$ cat src/rtl/flt2int_pkg.sv
// Shared types and constants for the sequential float-to-integer converter.
package flt2int_pkg;

    typedef enum logic [2:0] {
        S_IDLE   = 3'd0,
        S_RD     = 3'd1,
        S_UNPACK = 3'd2,
        S_SHIFT  = 3'd3,
        S_ROUND  = 3'd4,
        S_WR     = 3'd5,
        S_DONE   = 3'd6
    } state_e;

    localparam logic RM_TRUNC = 1'b0;
    localparam logic RM_RNE   = 1'b1;

    // Largest positive two's-complement value of width w.
    function automatic logic [63:0] max_pos(input int unsigned w);
        return (64'd1 << (w - 1)) - 64'd1;
    endfunction

    // Most negative two's-complement pattern of width w; also its magnitude.
    function automatic logic [63:0] min_neg(input int unsigned w);
        return 64'd1 << (w - 1);
    endfunction

endpackage

$ cat src/rtl/flt_shift_round.sv
// Bit-serial significand shifter: aligns the binary point one bit per step and
// collects guard/sticky bits for the rounding stage.
module flt_shift_round
    import flt2int_pkg::*;
#(
    parameter int unsigned MAN_W = 10,
    parameter int unsigned INT_W = 16,
    parameter int unsigned SH_W  = 5
) (
    input  logic                 clk,
    input  logic                 reset,
    input  logic                 load_i,
    input  logic                 step_i,
    input  logic                 left_i,
    input  logic [MAN_W:0]       sig_i,
    input  logic [SH_W-1:0]      shamt_i,
    output logic                 done_shift_o,
    output logic [INT_W+MAN_W:0] mag_o,
    output logic                 guard_o,
    output logic                 sticky_o
);

    localparam int unsigned WK_W = INT_W + MAN_W + 1;

    logic [WK_W-1:0] wk_q, wk_d;
    logic [SH_W-1:0] cnt_q, cnt_d;
    logic            left_q, left_d;
    logic            guard_q, guard_d;
    logic            sticky_q, sticky_d;
    logic            done_q, done_d;

    always_comb begin
        wk_d     = wk_q;
        cnt_d    = cnt_q;
        left_d   = left_q;
        guard_d  = guard_q;
        sticky_d = sticky_q;
        done_d   = done_q;
        if (load_i) begin
            wk_d     = WK_W'(sig_i);
            cnt_d    = shamt_i;
            left_d   = left_i;
            guard_d  = 1'b0;
            sticky_d = 1'b0;
            done_d   = (shamt_i == '0);
        end else if (step_i && !done_q) begin
            wk_d   = left_q ? (wk_q << 1) : (wk_q >> 1);
            // Right shifts push the dropped bit into guard and age guard into sticky
            if (!left_q) begin
                guard_d  = wk_q[0];
                sticky_d = sticky_q | guard_q;
            end
            cnt_d  = cnt_q - SH_W'(1);
            done_d = (cnt_q == SH_W'(1));
        end
    end

    always_ff @(posedge clk) begin
        if (reset) begin
            wk_q     <= '0;
            cnt_q    <= '0;
            left_q   <= 1'b0;
            guard_q  <= 1'b0;
            sticky_q <= 1'b0;
            done_q   <= 1'b0;
        end else begin
            wk_q     <= wk_d;
            cnt_q    <= cnt_d;
            left_q   <= left_d;
            guard_q  <= guard_d;
            sticky_q <= sticky_d;
            done_q   <= done_d;
        end
    end

    assign done_shift_o = done_q;
    assign mag_o        = wk_q;
    assign guard_o      = guard_q;
    assign sticky_o     = sticky_q;

endmodule

$ cat src/rtl/flt2int_seq.sv
// Multi-cycle float-to-signed-integer converter: reads a packed float from byte
// memory, converts with truncate or round-to-nearest-even, writes the result back.
module flt2int_seq
    import flt2int_pkg::*;
#(
    parameter int unsigned EXP_W    = 5,
    parameter int unsigned MAN_W    = 10,
    parameter int unsigned BIAS     = 15,
    parameter int unsigned INT_W    = 16,
    parameter int unsigned ADDR_W   = 8,
    parameter int unsigned SRC_ADDR = 4,
    parameter int unsigned DST_ADDR = 6
) (
    input  logic              clk,
    input  logic              reset,
    input  logic              start,
    input  logic              round_mode,
    output logic              done,
    output logic              busy,
    output logic [ADDR_W-1:0] mem_addr,
    output logic              mem_wr_en,
    output logic [7:0]        mem_wdata,
    input  logic [7:0]        mem_rdata,
    output logic              flag_ovf,
    output logic              flag_inexact,
    output logic              flag_invalid
);

    localparam int unsigned FLT_W  = 1 + EXP_W + MAN_W;
    localparam int unsigned FLT_B  = FLT_W / 8;
    localparam int unsigned INT_B  = INT_W / 8;
    localparam int unsigned WK_W   = INT_W + MAN_W + 1;
    localparam int unsigned MG_W   = WK_W + 1;
    localparam int unsigned MAX_SH = (MAN_W + 1 > INT_W) ? MAN_W + 1 : INT_W;
    localparam int unsigned SH_W   = $clog2(MAX_SH + 1);
    localparam int unsigned MAX_B  = (FLT_B > INT_B) ? FLT_B : INT_B;
    localparam int unsigned CNT_W  = $clog2(MAX_B + 1);
    localparam logic [INT_W-1:0] MAX_POS = INT_W'(max_pos(INT_W));
    localparam logic [INT_W-1:0] MIN_NEG = INT_W'(min_neg(INT_W));

    state_e            state_q, state_d;
    logic              start_q;
    logic              rm_q, rm_d;
    logic [FLT_W-1:0]  flt_q, flt_d;
    logic [INT_W-1:0]  res_q, res_d;
    logic [CNT_W-1:0]  cnt_q, cnt_d;
    logic              ovf_q, ovf_d, inex_q, inex_d, inv_q, inv_d;
    logic              done_q, done_d, busy_q, busy_d;
    logic [ADDR_W-1:0] addr_q, addr_d;
    logic              wr_en_q, wr_en_d;
    logic [7:0]        wdata_q, wdata_d;

    logic [EXP_W-1:0]  exp_c;
    logic [MAN_W-1:0]  man_c;
    logic              sign_c;
    logic [MAN_W:0]    sig_c;
    int                unb_e_c;
    logic              nan_c, inf_c, big_c, tiny_c, left_c;
    logic [SH_W-1:0]   shamt_c;

    logic              done_shift;
    logic [WK_W-1:0]   mag;
    logic              guard, sticky;
    logic              rnd_up_c;
    logic [MG_W-1:0]   mag_rnd_c;

    // Field decode and classification of the captured float
    always_comb begin
        sign_c  = flt_q[FLT_W-1];
        exp_c   = flt_q[FLT_W-2 -: EXP_W];
        man_c   = flt_q[MAN_W-1:0];
        sig_c   = {|exp_c, man_c};
        unb_e_c = (exp_c == '0) ? 1 - int'(BIAS) : int'(exp_c) - int'(BIAS);
        nan_c   = (&exp_c) && (|man_c);
        inf_c   = (&exp_c) && !(|man_c);
        big_c   = unb_e_c >= int'(INT_W);
        tiny_c  = unb_e_c < -1;
        left_c  = unb_e_c >= int'(MAN_W);
        shamt_c = left_c ? SH_W'(unb_e_c - int'(MAN_W)) : SH_W'(int'(MAN_W) - unb_e_c);
    end

    flt_shift_round #(
        .MAN_W (MAN_W),
        .INT_W (INT_W),
        .SH_W  (SH_W)
    ) u_shift (
        .clk          (clk),
        .reset        (reset),
        .load_i       (state_q == S_UNPACK),
        .step_i       (state_q == S_SHIFT),
        .left_i       (left_c),
        .sig_i        (sig_c),
        .shamt_i      (shamt_c),
        .done_shift_o (done_shift),
        .mag_o        (mag),
        .guard_o      (guard),
        .sticky_o     (sticky)
    );

    always_comb begin
        rnd_up_c  = (rm_q == RM_RNE) && guard && (mag[0] || sticky);
        mag_rnd_c = MG_W'(mag) + MG_W'(rnd_up_c);
    end

    // State register
    always_ff @(posedge clk) begin
        if (reset) state_q <= S_IDLE;
        else       state_q <= state_d;
    end

    // Next-state logic; a falling edge of start launches an operation
    always_comb begin
        state_d = state_q;
        case (state_q)
            S_IDLE:   if (!start && start_q) state_d = S_RD;
            S_RD:     if (cnt_q == CNT_W'(FLT_B)) state_d = S_UNPACK;
            S_UNPACK: state_d = (nan_c || inf_c || big_c || tiny_c) ? S_WR : S_SHIFT;
            S_SHIFT:  if (done_shift) state_d = S_ROUND;
            S_ROUND:  state_d = S_WR;
            S_WR:     if (cnt_q == CNT_W'(INT_B - 1)) state_d = S_DONE;
            S_DONE:   state_d = S_IDLE;
            default:  state_d = S_IDLE;
        endcase
    end

    // Output and datapath next values, aligned so registered outputs match state_q
    always_comb begin
        rm_d    = rm_q;
        flt_d   = flt_q;
        res_d   = res_q;
        cnt_d   = cnt_q;
        ovf_d   = ovf_q;
        inex_d  = inex_q;
        inv_d   = inv_q;
        addr_d  = addr_q;
        wr_en_d = 1'b0;
        wdata_d = wdata_q;
        done_d  = (state_d == S_DONE);
        busy_d  = (state_d != S_IDLE);

        if (state_d != state_q) begin
            cnt_d = '0;
        end else if (state_q == S_RD || state_q == S_WR) begin
            cnt_d = cnt_q + CNT_W'(1);
        end

        case (state_q)
            S_IDLE: begin
                if (state_d == S_RD) begin
                    rm_d   = round_mode ? RM_RNE : RM_TRUNC;
                    ovf_d  = 1'b0;
                    inex_d = 1'b0;
                    inv_d  = 1'b0;
                end
            end
            S_RD: begin
                // Bytes arrive low first; shifting in from the top leaves byte k at [8k+7:8k]
                if (cnt_q != '0) flt_d = FLT_W'({mem_rdata, flt_q} >> 8);
            end
            S_UNPACK: begin
                if (nan_c) begin
                    res_d = '0;
                    inv_d = 1'b1;
                end else if (inf_c || big_c) begin
                    res_d = sign_c ? MIN_NEG : MAX_POS;
                    ovf_d = 1'b1;
                end else if (tiny_c) begin
                    res_d  = '0;
                    inex_d = |sig_c;
                end
            end
            S_ROUND: begin
                inex_d = guard | sticky;
                if (!sign_c && mag_rnd_c > MG_W'(MAX_POS)) begin
                    res_d = MAX_POS;
                    ovf_d = 1'b1;
                end else if (sign_c && mag_rnd_c > MG_W'(MIN_NEG)) begin
                    res_d = MIN_NEG;
                    ovf_d = 1'b1;
                end else begin
                    res_d = sign_c ? INT_W'(-mag_rnd_c) : INT_W'(mag_rnd_c);
                end
            end
            default: ;
        endcase

        if (state_d == S_RD && cnt_d < CNT_W'(FLT_B)) begin
            addr_d = ADDR_W'(SRC_ADDR) + ADDR_W'(cnt_d);
        end
        if (state_d == S_WR) begin
            addr_d  = ADDR_W'(DST_ADDR) + ADDR_W'(cnt_d);
            wr_en_d = 1'b1;
            wdata_d = 8'(res_d >> {cnt_d, 3'b000});
        end
    end

    always_ff @(posedge clk) begin
        if (reset) begin
            start_q <= 1'b0;
            rm_q    <= RM_TRUNC;
            flt_q   <= '0;
            res_q   <= '0;
            cnt_q   <= '0;
            ovf_q   <= 1'b0;
            inex_q  <= 1'b0;
            inv_q   <= 1'b0;
            done_q  <= 1'b0;
            busy_q  <= 1'b0;
            addr_q  <= '0;
            wr_en_q <= 1'b0;
            wdata_q <= '0;
        end else begin
            start_q <= start;
            rm_q    <= rm_d;
            flt_q   <= flt_d;
            res_q   <= res_d;
            cnt_q   <= cnt_d;
            ovf_q   <= ovf_d;
            inex_q  <= inex_d;
            inv_q   <= inv_d;
            done_q  <= done_d;
            busy_q  <= busy_d;
            addr_q  <= addr_d;
            wr_en_q <= wr_en_d;
            wdata_q <= wdata_d;
        end
    end

    assign done         = done_q;
    assign busy         = busy_q;
    assign mem_addr     = addr_q;
    assign mem_wr_en    = wr_en_q;
    assign mem_wdata    = wdata_q;
    assign flag_ovf     = ovf_q;
    assign flag_inexact = inex_q;
    assign flag_invalid = inv_q;

endmodule

$ cat config.mk
export PLATFORM = sky130hd
export DESIGN_NAME = flt2int_seq
export DESIGN_NICKNAME = d
export VERILOG_FILES = /design/src/rtl/flt2int_pkg.sv /design/src/rtl/flt_shift_round.sv /design/src/rtl/flt2int_seq.sv
export SDC_FILE = /design/constraint.sdc
export NUM_CORES = 1
export LEC_CHECK = 0
export ABC_AREA = 1
export CORE_UTILIZATION = 25
export DETAILED_ROUTE_END_ITERATION = 7
export GPL_TIMING_DRIVEN = 0
export PLACE_DENSITY = 0.39
export SYNTH_ARGS = -nofsm -noshare
export SYNTH_HDL_FRONTEND = slang
export SYNTH_SLANG_ARGS = --single-unit
$ cat constraint.sdc
create_clock -name clk -period 3 [get_ports clk]
set_input_delay 0.6 -clock clk [delete_from_list [all_inputs] [get_ports clk]]
set_output_delay 0.6 -clock clk [all_outputs]
set_load 0.01 [all_outputs]
# After elaboration in Yosys (flattened, before gate mapping)

Index checks and enable logic that the tools add are counted.

Output and inout bits: 22
Input port bits: 12
Word-level logic and storage cells: 138
Register bits after elaboration: 97

Reductions and logical operators: 39
Add/subtract/negate cells: 9
Bitwise gates (word level): 2
Shifts and indexed selects: 1
Order comparisons: 6
Muxes and demuxes: 41
Eq/ne operators: 19

Operators by type and width:

| operator             | number |
|---|---|
| $mux 16              | 7 |
| $ge 32x5->1 const B  | 1 |
| $ge 32x6->1 const B  | 1 |
| $lt 32x1->1 const B  | 1 |
| $mux 32              | 1 |
| $pmux 16 s2          | 1 |
| $add 27x1->28        | 1 |
| $gt 28x15->1 const B | 1 |
| $gt 28x16->1 const B | 1 |
| $mux 27              | 1 |
| $mux 11              | 2 |
| $pmux 3 s6           | 1 |
| $mux 8               | 2 |
| $neg 16->16          | 1 |
| $shr 16x5->8         | 1 |
| $mux 3               | 5 |
| $mux 5               | 3 |
| $reduce_and 5->1     | 3 |
| $reduce_or 15->1     | 1 |
| $mux 1               | 13 |
| $eq 3x3->1 const B   | 4 |
| $ne 2x2->1 const B   | 6 |
| $logic_not 5->1      | 2 |
| $reduce_or 10->1     | 1 |
| other kinds (29)     | 56 |

# Longest topological paths before layout

Gate-level depths: netlist (run 1).

Word-level depth: 14
Gate-level depth with buffers: 20
Depth with buffers taken out: 20

# By module

From an unflattened synthesis (run 1), not the netlist that was laid out.

Cell total of the unflattened synthesis: 918
Area, all modules: 6163.4 um2

By module, submodules not included:

| module          | sequential area each (um2) | times used | cells each | area an instance (um2) |
|---|---|---|---|---|
| flt2int_seq     | 1141.1                     | 1          | 686        | 4309.1 |
| flt_shift_round | 720.7                      | 1          | 232        | 1854.3 |

# Worst setup path after synthesis (run 1)

No wires, ideal clock.

Path kind: reg2reg
Start: register flt_q[11]
End: register wdata_q[7], in the netlist mem_wdata[7]
Clock period less this slack: 2.417 ns
Stages on the path, launching flop included: 18
Path buffers: 0
Arrival: 2.347 ns
Path slack: 0.583 ns
Required time: 2.929 ns
Setup time: 0.071 ns
Cells stage by stage: dfxtp_1 > ha_1 > nand2_1 > nor2_1 > ha_1 > nand2_2 > nand2_1 > nand2_1 > nor2_1 > nand3_1 > nand2_1 > inv_2 > nand2_1 > nor2_2 > clkinv_1 > nor2_8 > nand3_1 > a21oi_1

Word-level cells in the longest chain between the ends: 10
Elaborated cells between the ends (all ways): 22
Classes of those cells: add/sub (1); order compare (2); eq/ne (2); shift (1); mux (8); reduce/logical (8)

Ends and longest elaborated chain:

| element                                         | line                                  | text |
|---|---|---|
| from (decl)                                     | flt2int_seq.sv:44                     | `logic [FLT_W-1:0] flt_q, flt_d;` |
| from (signal assigned)                          | flt2int_seq.sv:215                    | `flt_q <= flt_d;` |
| $sub 5x4->6 (tied with other cells)             | flt2int_seq.sv:73                     | `unb_e_c = (exp_c == '0) ? 1 - int'(BIAS) : int'(exp_c) - int'(BIAS);` |
| $mux 32 (tied with other cells)                 | flt2int_seq.sv:73                     |  |
| $ge 32x6->1 or $logic_or 1x1->1 (tied branches) | flt2int_seq.sv:76, flt2int_seq.sv:117 |  |
| $logic_or 1x1->1 (2 in series)                  | flt2int_seq.sv:117                    | `S_UNPACK: state_d = (nan_c \|\| inf_c \|\| big_c \|\| tiny_c) ? S_WR : S_SHIFT;` |
| $mux 3                                          | flt2int_seq.sv:117                    |  |
| $pmux 3 s6                                      | flt2int_seq.sv:114                    | `case (state_q)` |
| $ne 3x3->1                                      | flt2int_seq.sv:141                    | `if (state_d != state_q) begin` |
| $mux 2                                          | flt2int_seq.sv:141                    |  |
| $shr 16x5->8                                    | flt2int_seq.sv:193                    | `wdata_d = 8'(res_d >> {cnt_d, 3'b000});` |
| to (signal assigned)                            | flt2int_seq.sv:225                    | `wdata_q <= wdata_d;` |
| to (decl)                                       | flt2int_seq.sv:51                     | `logic [7:0] wdata_q, wdata_d;` |

Parallel ways exist; a longest one is shown, timed or not.
A chain may end at the register's enable or synchronous reset.

# Worst setup path after layout (run 1)

Start: register u_shift.wk_q[0], in the netlist u_shift.mag_o[0]
End: register wdata_q[2], in the netlist mem_wdata[2]

Word-level cells in the longest chain between the ends: 9
Elaborated cells between the ends (all ways): 13
Classes of those cells: add/sub (2); order compare (2); shift (1); mux (4); reduce/logical (4)

Ends and longest elaborated chain:

| element                                      | line                                   | text |
|---|---|---|
| from (decl)                                  | flt_shift_round.sv:25                  | `logic [WK_W-1:0] wk_q, wk_d;` |
| from (signal assigned)                       | flt_shift_round.sv:67                  | `wk_q <= wk_d;` |
| $logic_or 1x1->1                             | flt2int_seq.sv:101                     | `rnd_up_c = (rm_q == RM_RNE) && guard && (mag[0] \|\| sticky);` |
| $logic_and 1x1->1                            | flt2int_seq.sv:101                     |  |
| $add 27x1->28 *                              | flt2int_seq.sv:102                     | `mag_rnd_c = MG_W'(mag) + MG_W'(rnd_up_c);` |
| $gt 28x16->1 or $neg 16->16 (tied branches)  | flt2int_seq.sv:177, flt2int_seq.sv:181 |  |
| $logic_and 1x1->1 or $mux 16 (tied branches) | flt2int_seq.sv:177, flt2int_seq.sv:181 |  |
| $mux 16                                      | flt2int_seq.sv:177                     | `end else if (sign_c && mag_rnd_c > MG_W'(MIN_NEG)) begin` |
| $mux 16 *                                    | flt2int_seq.sv:174                     | `if (!sign_c && mag_rnd_c > MG_W'(MAX_POS)) begin` |
| $pmux 16 s2 *                                | flt2int_seq.sv:147                     | `case (state_q)` |
| $shr 16x5->8 *                               | flt2int_seq.sv:193                     |  |

Every way passes the cells marked *; elsewhere a longest branch is shown, timed or not.

==> metrics.csv, run 1 <==
metric,value,unit
dpl_cell_area,6766,µm²
stdcell_area,7263,µm²
leakage,3.086,nW
syn_avg_cell_area,6.453,µm²
portBuffers,29,
hp-class,register to register,
path_class,register to register,
hold_violations,0,
place_congestion,0.8030,
setup_slack,238.8,ps
initial_utilization,25.69,%
syn-cell-area,6066,µm²
cpMaxStageDelayCell,dfxtp_4,
final_nets,1020,
core,23610,µm²
synth.top_cell.area_share,30.69,%
vias,6062,
path_clk_slew,70,ps
critPathLaunchType,register,
drive_gt1_share,9.668,%
globalRouteOverflowTotal,0,
cp-end-kind,register,
grt_max_degree,17,
ant_nets,0,
crit_arrival,3040,ps
synthTopCellsByArea,"dfxtp_1 (31%), nand2_1 (14%), nor2_1 (7.2%), nand3_1 (7.0%), inv_1 (6.4%)",
drt-total-wl,19520,µm
tightestPinTransition,698.1,ps
fp.dieH,157.8,µm
yosysSeqAreaShare,30.69,%
path_max_fanout,10,
grt_pass1_wl,32110,µm
crit_required,3280,ps
crit_path_max_incr_delay,380,ps
status,"finished, final reports clean",
fin_crit_sh,92.04,%
max_cap_viol_count,0,
htreeDepth,3,
ys_seq_elements,93,
post-place-ws,-216.5,ps
dr.pass1.iters,4,
tritoncts,built,
track_usage,16.73,%
nFillCells,2705,
rows,56,
drtIter0Drc,260,
grt_pass1_vias,6026,
multi_input_area,3691,µm²
powerDensity,373.7,nW/µm²
crit_chain,o211a_1 > ha_2 > nand2_1 > nand2_1 > ha_1 > nand3_1 > nor2_1 > nand3_2 > nor2_2 > nand3_1 > nand2_1 > nand3_2 > nand2_4 > buf_8 > nand3_1 > nand3_2 > nand3_1 > a21oi_1,
clock_skew,15.49,ps
cts.sinks,93,
seqCellArea,1871,µm²
drc_errors,0,
clk_path_buf_depth,2,
ys_types,45,
syn_inst,940,
yosysWarningCount,0,
cts_root_buf,clkbuf_16,
dpl.hpwl,15140,µm
reg2regPathDepth,18,
avgRoutedWirePerCell,14.88,µm
max_freq,362.2,MHz
period_needed,2761,ps
via_per_inst,4.620,
ios,34,
cts_buffers,9,
cp_common_cell,nand3_1,
final_util,30.76,%
die_x,157.8,µm
setup_violations,0,
finalMaxSlewViolations,0,
yosysTopAreaCell,dfxtp_1,
worstHoldPathCells,2,
maxSlewHeadroom,53.46,%
clock_latency,360,ps
antenna_found_initial,0,
area_growth,19.74,%
holdWs,454.6,ps
die_area,24890,µm²
ir_drop,0.2145,mV
antenna_cells,0,
## cell usage in the layout, fill, tap and decap left out, types with 3 or more instances in the layout
cell               n
nor3_1             4
nand4_1            6
clkbuf_16          9
clkdlybuf4s50_1   29
a21oi_1           75
o221ai_1           4
dfxtp_1           90
conb_1             4
a31oi_1           11
ha_1              17
nor2_1           112
inv_1            103
nor2_2             8
buf_4             11
nand3_1           81
nor2_4             8
clkinv_1           3
clkbuf_1          23
xor2_1            20
o21ai_0           43
nand2_4            3
buf_1              3
a211oi_1          36
nand3_2            6
nand3b_1           4
nand2_2           17
inv_2              7
nand2_1          210
## synth_stat cells (all sizes together)
master	n
a21oi	77
xor2	20
a211oi	36
or2	1
clkbuf	25
nand2	230
nand4	7
o211ai	2
nand3	88
conb	1
and2	2
clkinv	4
nand3b	4
a22oi	2
o31ai	2
o211a	1
o221ai	4
buf	13
dfxtp	93
nor4	1
inv	110
o21bai	2
a31oi	11
nor2	130
ha	19
nor3b	1
o2111ai	2
o21ai	46
xnor2	1
nor3	4
o21a	1
## metrics by stage
step           total power, mW  setup TNS, ps  cells
6_report                 2.714              0   1312
5_1_grt                  2.825        -0.7214   1312
4_1_cts                  2.766              0   1307
3_5_place_dp             1.456          -1827   1291
3_3_place_gp             1.457          -1916   1291
2_1_floorplan            1.383              0    943
## path summary, 6_finish.rpt
| kind | startpoint | endpoint | slack, ps |
|---|---|---|---|
| min reg2reg | flag_ovf | flag_ovf | 450 |
| max reg2reg | u_shift.mag_o[0] | mem_wdata[2] | 240 |
| min | flag_ovf | flag_ovf | 450 |
| max | u_shift.mag_o[0] | mem_wdata[2] | 240 |
## area by class of cell
| type | instances | share of cell area, % |
|---|---|---|
| clock buffer | 9 | 3.101 |
| multi-input combinational | 698 | 50.82 |
| timing repair buffer | 35 | 4.789 |
| inverter | 114 | 5.926 |
| tap | 319 | 5.495 |
| clock inverter | 6 | 1.309 |
| sequential | 93 | 25.75 |
| buffer | 38 | 2.808 |
## flip-flops by register name, indices dropped and copies added, names as in the netlist
signal / cells
res_q: 16
done: 1
u_shift.left_q: 1
mem_wr_en: 1
cnt_q: 2
mem_addr: 4
rm_q: 1
flag_invalid: 1
start_q: 1
u_shift.guard_o: 1
u_shift.mag_o: 27
busy: 1
flag_inexact: 1
u_shift.cnt_q: 5
u_shift.done_shift_o: 1
mem_wdata: 8
flag_ovf: 1
state_q: 3
u_shift.sticky_o: 1
flt_q: 16
## kinds of logic after synthesis
kind of cell / count (synthesis) / synth area share, %
buffers and inverters: 152 / 10.29
AOI/OAI and AO/OA: 186 / 17.95
DFF: 93 / 30.69
other: 1 / 0.06182
adders and majority gates: 19 / 3.919
and+or+nand+nor: 468 / 34.06
xor gates and xnor gates: 21 / 3.032
## repair_timing
item	4_1_cts	5_1_grt
gates resized for setup	6	38
buffers inserted	1	5
hold buffers	0	0
setup endpoints to repair	9	21
pin swaps	1	10
## metal layers
layer,share of wire [%],GRT usage (%)
met1,48,21.59
met4,1.5,4.438
met3,2.5,2.683
met2,48,28.68
met5,0,0
## where the power goes
part / total, mW / leakage (nW) / switching, mW / internal (mW)
clock: 1.29 / 0.156 / 0.552 / 0.736
sequential: 1.25 / 0.753 / 0.00899 / 1.25
combinational: 0.171 / 2.18 / 0.105 / 0.0658
## critical path, delay by kind of cell (launching register included)
kind | cells | cell delay [ps]
AOI/OAI and AO/OA | 2 | 310
adders and majority gates | 2 | 390
buffers and inverters | 1 | 140
DFF | 1 | 380
and+or+nand+nor | 13 | 1460
(Power assumes the default switching activity.)
==> run 2, diff against run 1 <==
- ABC_CLOCK_PERIOD_IN_PS: default -> 3000
- CORE_MARGIN: default -> 2
==> metrics.csv, run 2 (synthesis results as in run 1) <==
metric,value,unit,change
final_util,30.37,%,-0.39 points
period_needed,2791,ps,+29.86 ps
globalRouteOverflowTotal,0,,unchanged
hold_violations,0,,unchanged
dpl.hpwl,15060,µm,-0.51%
reg2reg_from,rm_q,,
track_usage,15.50,%,-1.2 points
seq_power_share,46.1,%,about the same
ant_nets,0,,unchanged
path_max_fanout,5,,-5
cpMaxStageDelayCell,dfxtp_1,,
finalMaxSlewViolations,0,,unchanged
cp-end-kind,register,,
holdWs,463.5,ps,+8.850 ps
crit_path_max_incr_delay,370,ps,about the same
clock_skew,12.08,ps,-3.410 ps
antenna_cells,0,,unchanged
cts_hold_buffers,0,,unchanged
final_nets,1024,,+0.39%
initial_utilization,25.24,%,-0.45 points
htreeDepth,3,,unchanged
setup_violations,0,,unchanged
drt-total-wl,19390,µm,-0.64%
powerDensity,373.5,nW/µm²,about the same
p_int,2.049,mW,about the same
p_clk_share,47.8,%,+0.3 points
max_freq,358.3,MHz,-1.1%
grt_pass1_wl,31710,µm,-1.2%
r2r_slack,210,ps,-30 ps
fp.dieH,159.8,µm,+1.3%
ir_drop,0.2982,mV,+39%
drtIter0Drc,317,,+22%
core,24030,µm²,+1.8%
setup_slack,209.0,ps,-29.86 ps
stdcell_count,1321,,+0.69%
worstHoldStart,flag_ovf,,
place_congestion,0.8030,,unchanged
max_cap_viol_count,0,,unchanged
combinationalPowerShare,6.1,%,-0.2 points
ios,34,,unchanged
status,"finished, final reports clean",,
clock_latency,360,ps,about the same
dr_wl_met3,353,µm,-29%
top_layer_used,met4,,
largest_reg_flops,27,,unchanged
path_clk_slew,70,ps,about the same
setup_tns,0,ps,unchanged
via_per_inst,4.571,,-1.1%
final_cell_mix,"nand2_1 (209), nor2_1 (109), inv_1 (102)",,
swShare,24.85,%,+0.30 points
met2RoutedLength,9285,µm,-0.20%
hp-class,register to register,,
holdPathEnd,flag_ovf,,
dr.pass1.iters,5,,+1
die_area,25520,µm²,+2.6%
die_x,159.8,µm,+1.3%
critPathLaunchType,register,,
crit_required,3280,ps,about the same
drive_gt1_share,10.63,%,+0.96 points
reg2regPathDepth,17,,-1
antenna_found_initial,0,,unchanged
tritoncts,built,,
vias,6038,,-0.40%
worstHoldPathCells,2,,unchanged
path_class,register to register,,
leakage,3.102,nW,+0.54%
tightestPinTransition,735.6,ps,+37.42 ps
fin_crit_sh,93.03,%,+1.0 points
cts_buffers,9,,unchanged
grt_pass1_vias,5902,,-2.1%
route.layer.met1.wl,9494,µm,+0.70%
placedCellCount,1296,,+0.39%
portBuffers,29,,unchanged
maxSlewHeadroom,50.96,%,-2.5 points
cts.sinks,93,,unchanged
drc_errors,0,,unchanged
cts_root_buf,clkbuf_16,,
post-place-ws,-151.7,ps,+64.86 ps
grt_max_degree,17,,unchanged
rows,57,,+1.8%
area_growth,20.32,%,
crit_chain,o211a_1 > ha_2 > nand2_2 > nor2_4 > inv_1 > nand2_1 > nand2_2 > nor2_2 > nand3_2 > buf_4 > nand3b_1 > nand2_2 > xor2_1 > nand3_1 > nand3_1 > nand3_1 > a21oi_1,,
layout_commonest_cell,nand2_1,,
p_sw,677.4,µW,+1.7%
crit_arrival,3080,ps,+40 ps
crit-reg2reg-capture,mem_wdata[4],,
clk_path_buf_depth,2,,unchanged
avgRoutedWirePerCell,14.68,µm,-1.3%
## run 2: layer usage
metal  global-route usage (%)  vias up
met5                        0        -
met4                    3.636        0
met3                    2.597       11
met2                    26.60       62
met1                    20.29     2782
li1                         -     3183
## run 2: power groups by stage
stage	Combinational [mW]	Clock (mW)	Sequential [mW]
6_report	0.167	1.30	1.26
5_1_grt	0.187	1.38	1.26
4_1_cts	0.168	1.34	1.26
3_5_place_dp	0.168	0	1.29
3_3_place_gp	0.169	0	1.29
2_1_floorplan	0.0956	0	1.29
## run 2: through the flow
stage | power, mW | cell area, µm²
2_1_floorplan | 1.383 | 6077
3_3_place_gp | 1.456 | 6773
3_5_place_dp | 1.454 | 6773
4_1_cts | 2.762 | 7121
5_1_grt | 2.824 | 7298
6_report | 2.726 | 7298
## run 2: how the worst max path moves through the flow
stage | startpoint | endpoint | slack, ps | cells after the start
3_3_place_gp | u_shift.mag_o[0] | mem_wdata[7] | -170 | 20
3_5_place_dp | start | mem_wdata[0] | -150 | 12
4_1_cts | u_shift.mag_o[0] | mem_wdata[7] | 30 | 20
2_1_floorplan | flt_q[11] | mem_wdata[7] | 580 | 17
6_report | rm_q | mem_wdata[4] | 210 | 17
5_1_grt | u_shift.sticky_o | mem_wdata[0] | -40 | 19
## run 2: cell type report
cell class	count	area [µm²]
Fill cell	2746	16740
Multi-Input combinational cell	698	3701
Sequential cell	93	1868
Inverter	114	430.4
Tap cell	324	405.4
Timing Repair Buffer	39	369.1
Clock buffer	9	225.2
Buffer	38	203.9
Clock inverter	6	95.09
## run 2: worst max-delay path, delay by kind of cell (launching register included)
family | cells | cell delay [ps]
AO/OA/AOI/OAI | 2 | 310
adder cells (fa/ha/maj) | 1 | 220
AND/OR/NAND/NOR | 11 | 1310
buffers and inverters | 2 | 280
flip-flops | 1 | 370
XOR/XNOR | 1 | 220
## run 2: what timing repair did
action,4_1_cts,5_1_grt
resized for setup,5,44
pin swaps,2,8
setup endpoints to repair,9,26
buffers inserted,2,8
endpoints found under the hold margin,0,0
